<file path="src/rtl/lifo_stack.sv">
// Parametrised LIFO stack: count-based pointer, registered data output,
// overflow/underflow pulses with sticky error flags and atomic replace-top.
module lifo_stack #(
  parameter int DATA_W = 8,
  parameter int DEPTH  = 32,
  localparam int CNT_W = $clog2(DEPTH + 1)
) (
  input  logic              clk,
  input  logic              rst,
  input  logic [DATA_W-1:0] din,
  input  logic              push,
  input  logic              pop,
  input  logic              tos,
  input  logic              clr_err,
  output logic [DATA_W-1:0] dout,
  output logic              dout_valid,
  output logic              full,
  output logic              empty,
  output logic [CNT_W-1:0]  count,
  output logic              overflow,
  output logic              underflow,
  output logic              err_ovf,
  output logic              err_udf
);

  localparam int AW = $clog2(DEPTH);

  logic [DATA_W-1:0] mem_r [DEPTH];
  logic [CNT_W-1:0]  count_r;
  logic [DATA_W-1:0] dout_r;
  logic              dout_valid_r;
  logic              overflow_r;
  logic              underflow_r;
  logic              err_ovf_r;
  logic              err_udf_r;

  logic              empty_s;
  logic              full_s;
  logic [AW-1:0]     top_idx_s;
  logic [AW-1:0]     wr_idx_s;
  logic [DATA_W-1:0] top_s;
  logic              rd_ok_s;
  logic              rd_rej_s;
  logic              replace_s;
  logic              push_ok_s;
  logic              ovf_s;
  logic              wr_en_s;
  logic [CNT_W-1:0]  count_nxt_s;

  // Command decode; a pop alongside a push turns it into replace-top,
  // except on an empty stack where the push proceeds and the pop is rejected.
  always_comb begin
    empty_s     = (count_r == {CNT_W{1'b0}});
    full_s      = (count_r == CNT_W'(DEPTH));
    top_idx_s   = count_r[AW-1:0] - AW'(1);
    top_s       = mem_r[top_idx_s];
    rd_ok_s     = (pop | tos) & ~empty_s;
    rd_rej_s    = (pop | tos) & empty_s;
    replace_s   = push & pop & ~empty_s;
    ovf_s       = push & ~pop & full_s;
    push_ok_s   = 1'b0;
    count_nxt_s = count_r;
    if (pop) begin
      push_ok_s = push & empty_s;
    end else begin
      push_ok_s = push & ~full_s;
    end
    if (push_ok_s) begin
      count_nxt_s = count_r + CNT_W'(1);
    end else if (pop & ~push & ~empty_s) begin
      count_nxt_s = count_r - CNT_W'(1);
    end else begin
      count_nxt_s = count_r;
    end
    wr_en_s  = (push_ok_s | replace_s) & ~rst;
    wr_idx_s = replace_s ? top_idx_s : count_r[AW-1:0];
  end

  // Storage array, intentionally not reset.
  always_ff @(posedge clk) begin
    if (wr_en_s) begin
      mem_r[wr_idx_s] <= din;
    end
  end

  // Occupancy, output register, pulses and sticky flags (set beats clear).
  always_ff @(posedge clk) begin
    if (rst) begin
      count_r      <= {CNT_W{1'b0}};
      dout_r       <= {DATA_W{1'b0}};
      dout_valid_r <= 1'b0;
      overflow_r   <= 1'b0;
      underflow_r  <= 1'b0;
      err_ovf_r    <= 1'b0;
      err_udf_r    <= 1'b0;
    end else begin
      count_r      <= count_nxt_s;
      dout_valid_r <= rd_ok_s;
      overflow_r   <= ovf_s;
      underflow_r  <= rd_rej_s;
      err_ovf_r    <= ovf_s | (err_ovf_r & ~clr_err);
      err_udf_r    <= rd_rej_s | (err_udf_r & ~clr_err);
      if (rd_ok_s) begin
        dout_r <= top_s;
      end else begin
        dout_r <= dout_r;
      end
    end
  end

  assign dout       = dout_r;
  assign dout_valid = dout_valid_r;
  assign full       = full_s;
  assign empty      = empty_s;
  assign count      = count_r;
  assign overflow   = overflow_r;
  assign underflow  = underflow_r;
  assign err_ovf    = err_ovf_r;
  assign err_udf    = err_udf_r;

endmodule
</file>
<file path="config.mk">
export PLATFORM = sky130hd
export DESIGN_NAME = lifo_stack
export DESIGN_NICKNAME = d
export VERILOG_FILES = /design/src/rtl/lifo_stack.sv
export SDC_FILE = /design/constraint.sdc
export NUM_CORES = 1
export LEC_CHECK = 0
export ABC_AREA = 1
export CAP_MARGIN = 20
export CORE_ASPECT_RATIO = 0.8
export CORE_MARGIN = 4
export CORE_UTILIZATION = 55
export DETAILED_ROUTE_END_ITERATION = 12
export PLACE_DENSITY = 0.78
export SLEW_MARGIN = 40
export SYNTH_ARGS = -nofsm -noshare
export SYNTH_HDL_FRONTEND = slang
export SYNTH_SLANG_ARGS = --single-unit
export TNS_END_PERCENT = 30
</file>
<file path="constraint.sdc">
create_clock -name clk -period 2.95 [get_ports clk]
set_clock_uncertainty 0.1 [all_clocks]
set_input_delay 0.59 -clock clk [delete_from_list [all_inputs] [get_ports clk]]
set_output_delay 0.59 -clock clk [all_outputs]
set_load 0.01 [all_outputs]
</file>
# After elaboration in Yosys (flattened, before gate mapping)
# Memory sizes are Yosys's and may differ from the RTL's. A register that Yosys moved wholly into a read port is not among the register bits.
# Cells that the tools add are included.
dict set report word_totals {
  wordCells 42
  register_bits 11
  out_inout_bits 21
  memories 1
  latchBits 0
  ramBits 256
  rom_bits 0
}
dict set report classes {
  mux 6
  n_addsub 3
  n_reduce_logical 2
  mul 0
  order_cmp 0
  n_shift 0
  n_div 0
  n_eq_ne 1
  bitwise 23
}
# memory depth width rd rd_ports_with_merged_regs write_ports line
set memory_table {}
lappend memory_table {mem_r 32 8 1 1 1 28} ;# logic [DATA_W-1:0] mem_r [DEPTH];
# operator n
set ops {}
lappend ops {{1-bit bitwise AND} 13}
lappend ops {{6-bit 2-to-1 mux} 2}
lappend ops {{6-bit by 1-bit adder with 6-bit output (second input constant)} 1}
lappend ops {{6-bit == test (second input constant)} 1}
lappend ops {{6-bit zero test} 1}
lappend ops {{1-bit NOT} 6}
lappend ops {{6-bit by 1-bit subtractor with 6-bit output (second input constant)} 1}
lappend ops {{5-bit 2-to-1 mux} 1}
lappend ops {{5-bit by 1-bit subtractor with 5-bit output (second input constant)} 1}
lappend ops {{1-bit bitwise OR} 4}
lappend ops {{1-bit 2-to-1 mux} 3}
lappend ops {{2-bit nonzero test} 1}

# Longest topological paths before layout
dict set report logic_depth {
  depth_word 8
  ltp_mapped 21
}

# Least setup slack after synthesis
# OpenSTA, ideal clock, no wires.
dict set report synth_timing {
  kind {reg2reg}
  start {reg count_r[0], in the netlist count[0]}
  end {reg count_r[5], in the netlist count[5]}
  synth_period_minus_slack_ns 2.968
  n_path_buf 3
  setup_time_ns 0.115
  path_stages_with_launch 20
  arrival_time_ns 2.753
  slack_ns -0.018
  path_cell_list {dfxtp_1 -> buf_2 -> clkinv_2 -> buf_2 -> buf_2 -> ha_1 -> inv_1 -> nor3_2 -> nand3_2 -> inv_1 -> nand2_1 -> nand2_1 -> inv_1 -> ha_1 -> a21oi_1 -> o21ai_0 -> a21oi_1 -> nand2_1 -> a21oi_1 -> nor2_1}
}
dict set report synth_between {
  word_cells_on_any_way 13
  cone_classes {add/sub: 2; eq/ne: 1; mux: 3; bitwise: 5; reduce/logical: 2}
}
# element line
set synth_lines {}
lappend synth_lines {{from (decl)} 29} ;# logic [CNT_W-1:0] count_r;
lappend synth_lines {{from (signal assigned)} 89} ;# count_r <= {CNT_W{1'b0}};
lappend synth_lines {{from (signal assigned)} 97} ;# count_r <= count_nxt_s;
lappend synth_lines {{6-bit zero test *} 53} ;# empty_s = (count_r == {CNT_W{1'b0}});
lappend synth_lines {{via empty} 18} ;# output logic empty,
lappend synth_lines {{1-bit bitwise AND / 1-bit NOT (equally long branches)} {64, 70}}
lappend synth_lines {{1-bit 2-to-1 mux / 1-bit bitwise AND (equally long branches)} {63, 70}}
lappend synth_lines {{6-bit 2-to-1 mux / 2-bit nonzero test (equally long branches)} n/a}
# The timed path passes the listed nets; every way through them passes the cells marked *. The select of a mux whose other input is x is not followed.
# A chain may end at the register's enable or synchronous reset.

# Worst setup path after layout
dict set report layout_timing {
  start {reg count_r[1], in the netlist count[1]}
  end {out empty}
}
dict set report layout_between {
  elab_chain_len 1
}
# element line
set layout_lines {}
lappend layout_lines {{6-bit zero test} 53}
lappend layout_lines {{to (decl)} 18}
# Every way passes these cells.

==> flow_summary.ini <==
[worst_setup_path]
path_common_cell = inv_1
arrival_ns = 2.14
ff2ff_path_depth = 10
crit_path_start_kind = register
crit_cells = 7
worstSetupPathType = register to output port
critPathMaxStageDelay_ns = 0.54
ff2ff_setup_slack_ns = 0.19
critPathMaxFanout = 4
r2r-start = count[0]$_SDFFE_PP0P_
critPathCaptureType = output port
required_ns = 2.26
crit_buf_inv = 4
crit_path_top_delay_cell = clkdlybuf4s50_1
path_cells = inv_1, ha_2, inv_1, nor3_2, nand3_2, inv_2, clkdlybuf4s50_1
cp-startpoint = count[1]$_SDFFE_PP0P_
path_delay_family = buffers and inverters

[sta]
slew_headroom_pct = 43.6
fin_crit_sh_pct = 95.9
max_slew.worst_pin.slew_ns = 0.846
clock.fmax_mhz = 353
layout_min_cycle_time_ns = 2.83
rsz0062_at_grt = false
finalSetupViolCount = 0
tns_ns = 0
hold_viol_final = 0
slew_violations = 0

[layout]
final_util_pct = 64.3
nets = 1298
diodes = 0
area_growth_pct = 14.8
layout-drive-gt1-share_pct = 9.50
design_area_um2 = 13900

[hold_path]
hold_class = register to register
hp-start = err_ovf$_SDFF_PP0_
hold_path_depth = 2

[pwr]
p_leak_nw = 5.79
p_per_area_nw_per_um2 = 905
ir_drop_mv = 0.603

[synthesis]
yosys.area_share.simple_pct = 22.7
netlist.top_cell.by_area = edfxtp_1
synth_top_family_by_area = simple AND/OR/NAND/NOR gates
netlist_area_um2 = 12100
avgSynthCellArea_um2 = 10.1
ys_ff_latch = 275
yosysMostFrequentCell = nand2_1
yosys-top-cells-area = edfxtp_1 (64%), nand2_1 (12%), nand3_1 (7.5%)
synth_fa_ha_area_share_pct = 0.787
yosysUniqueCellTypes = 25
synth_common_cells = nand2_1 (392), edfxtp_1 (256), nand3_1 (182)
post_synth_xor_area_fraction_pct = 0.736
synth_top_flop_cell = edfxtp_1
synthArstFlopShare_pct = 0
netlist_instances = 1200
synth_compound_area_share_pct = 2.04
ys_seq_area_share_pct = 66.8
synth_edf_count = 256
synth.top_cell.area_share_pct = 63.7
yosys_warnings = 0
syn_nets = 1221
synth_mux_area_share_pct = 0

[routing]
wl_mm = 28.3
dr.pass1.iters = 6
routedWlPerCell_um = 18.0
num_vias = 8582
drtIter0Drc = 1077
drc_errors = 0
antenna_left = 0
vias_per_cell = 5.47

[floorplanning]
die_x_um = 174
core_um2 = 21600
rows = 48
die_h_um = 141
die_area_um2 = 24400
pin_count = 35
initial_core_util_pct = 56.0

[grt]
grt_pass1_wl_mm = 44.4
grt_max_degree = 81
antenna_found_initial = 0
first_global_vias = 8309
grt_overflow = 0
grt_usage_pct = 23.1

[placement]
dpl_cell_area_um2 = 13100
place_congestion = 0.940
io_buffer_count = 34
dp_hpwl_mm = 17.2

[clock_tree]
cts_hold_buf = 0
cts_inserted_buffers = 25
htreeDepth = 1
cts_root_buf = clkbuf_16
cts.clk_slew.worst_paths_ns = 0.07
insertion_delay_ns = 0.53
clock_sinks = 275
clockBufferDepth = 3
cts_tree = done

[run_status]
outcome = finished, final reports clean

[job]
cap_violations = 0
## power breakdown
group | internal (W) | switching, W | total [W]
Clock | 0.00174 | 0.00136 | 0.00310
Sequential | 0.00446 | 0.0000902 | 0.00455
Combinational | 0.00159 | 0.00330 | 0.00490
Total | 0.00779 | 0.00475 | 0.0125
## area by class of cell
type / instances / area [µm²]
clock buffer: 34 / 659
clock inverter: 11 / 111
fill: 1648 / 7700
inverter: 163 / 613
multi-input combinational: 710 / 3190
sequential: 275 / 8070
tap: 275 / 344
timing repair buffer: 102 / 876
## kinds of logic (layout without fill, tap and decap cells)
family,Yosys count,after routing
AND/OR/NAND/NOR,652,652
flip-flops,275,275
buffers and inverters,215,310
AO/OA/AOI/OAI,43,43
XOR/XNOR,8,8
adder cells (fa/ha/maj),7,7
## timing repair
action                     in CTS  in global routing
setup buffers                   0                  2
gates resized for setup         0                  1
setup endpoints to repair       0                  2
## layout by cell type, fill, tap and decap left out, types with 2 or more instances in the layout
cell type	n
a21oi_1	14
a21oi_2	2
buf_12	2
buf_4	66
bufinv_16	2
clkbuf_1	9
clkbuf_16	25
clkdlybuf4s50_1	34
clkinv_1	4
clkinv_2	2
clkinvlp_4	3
dfxtp_1	18
edfxtp_1	256
ha_1	5
inv_1	159
inv_2	3
nand2_1	392
nand3_1	182
nand3_2	7
nor2_1	68
o21a_1	8
o21ai_0	15
o21ai_1	2
o21ai_2	2
xor2_1	4
## state kept, by name, indices dropped and copies added, names as in the netlist
name,count
mem_r,256
dout,8
count,6
dout_valid,1
err_ovf,1
err_udf,1
overflow,1
underflow,1
## per-layer routing
metal  vias to the layer above  global-route usage (%)  share of wire (%)
li1                       4069                       -                  -
met4                         0                    5.41                2.1
met1                      4028                    33.3                 42
met5                         -                       0                  0
met2                       430                    36.7                 46
met3                        55                    4.83                 10
## path summary, 6_finish.rpt
kind | end
setup / recovery | empty
hold reg to reg | err_ovf$_SDFF_PP0_
hold / removal | err_ovf$_SDFF_PP0_
setup reg to reg | dout[2]$_SDFFE_PP0P_
## worst min-delay path, stage by stage, from the launching register on
cell	delay [ns]
dfxtp_1	0.31
nand2_1	0.06
a21oi_1	0.05
## metrics by stage
step / instances / power (W) / hold WS, ns / setup slack, ns
after floorplan: 1200 / 0.00766 / 0.381 / 0.0211
after global placement: 1523 / 0.00929 / 0.350 / 0.0432
after detailed placement: 1523 / 0.00937 / 0.360 / -0.0301
after CTS: 1568 / 0.0125 / 0.370 / 0.0350
after global routing: 1570 / 0.0132 / 0.411 / 0.00859
final: 1570 / 0.0125 / 0.367 / 0.120
Power figures use the tool's default switching activity.
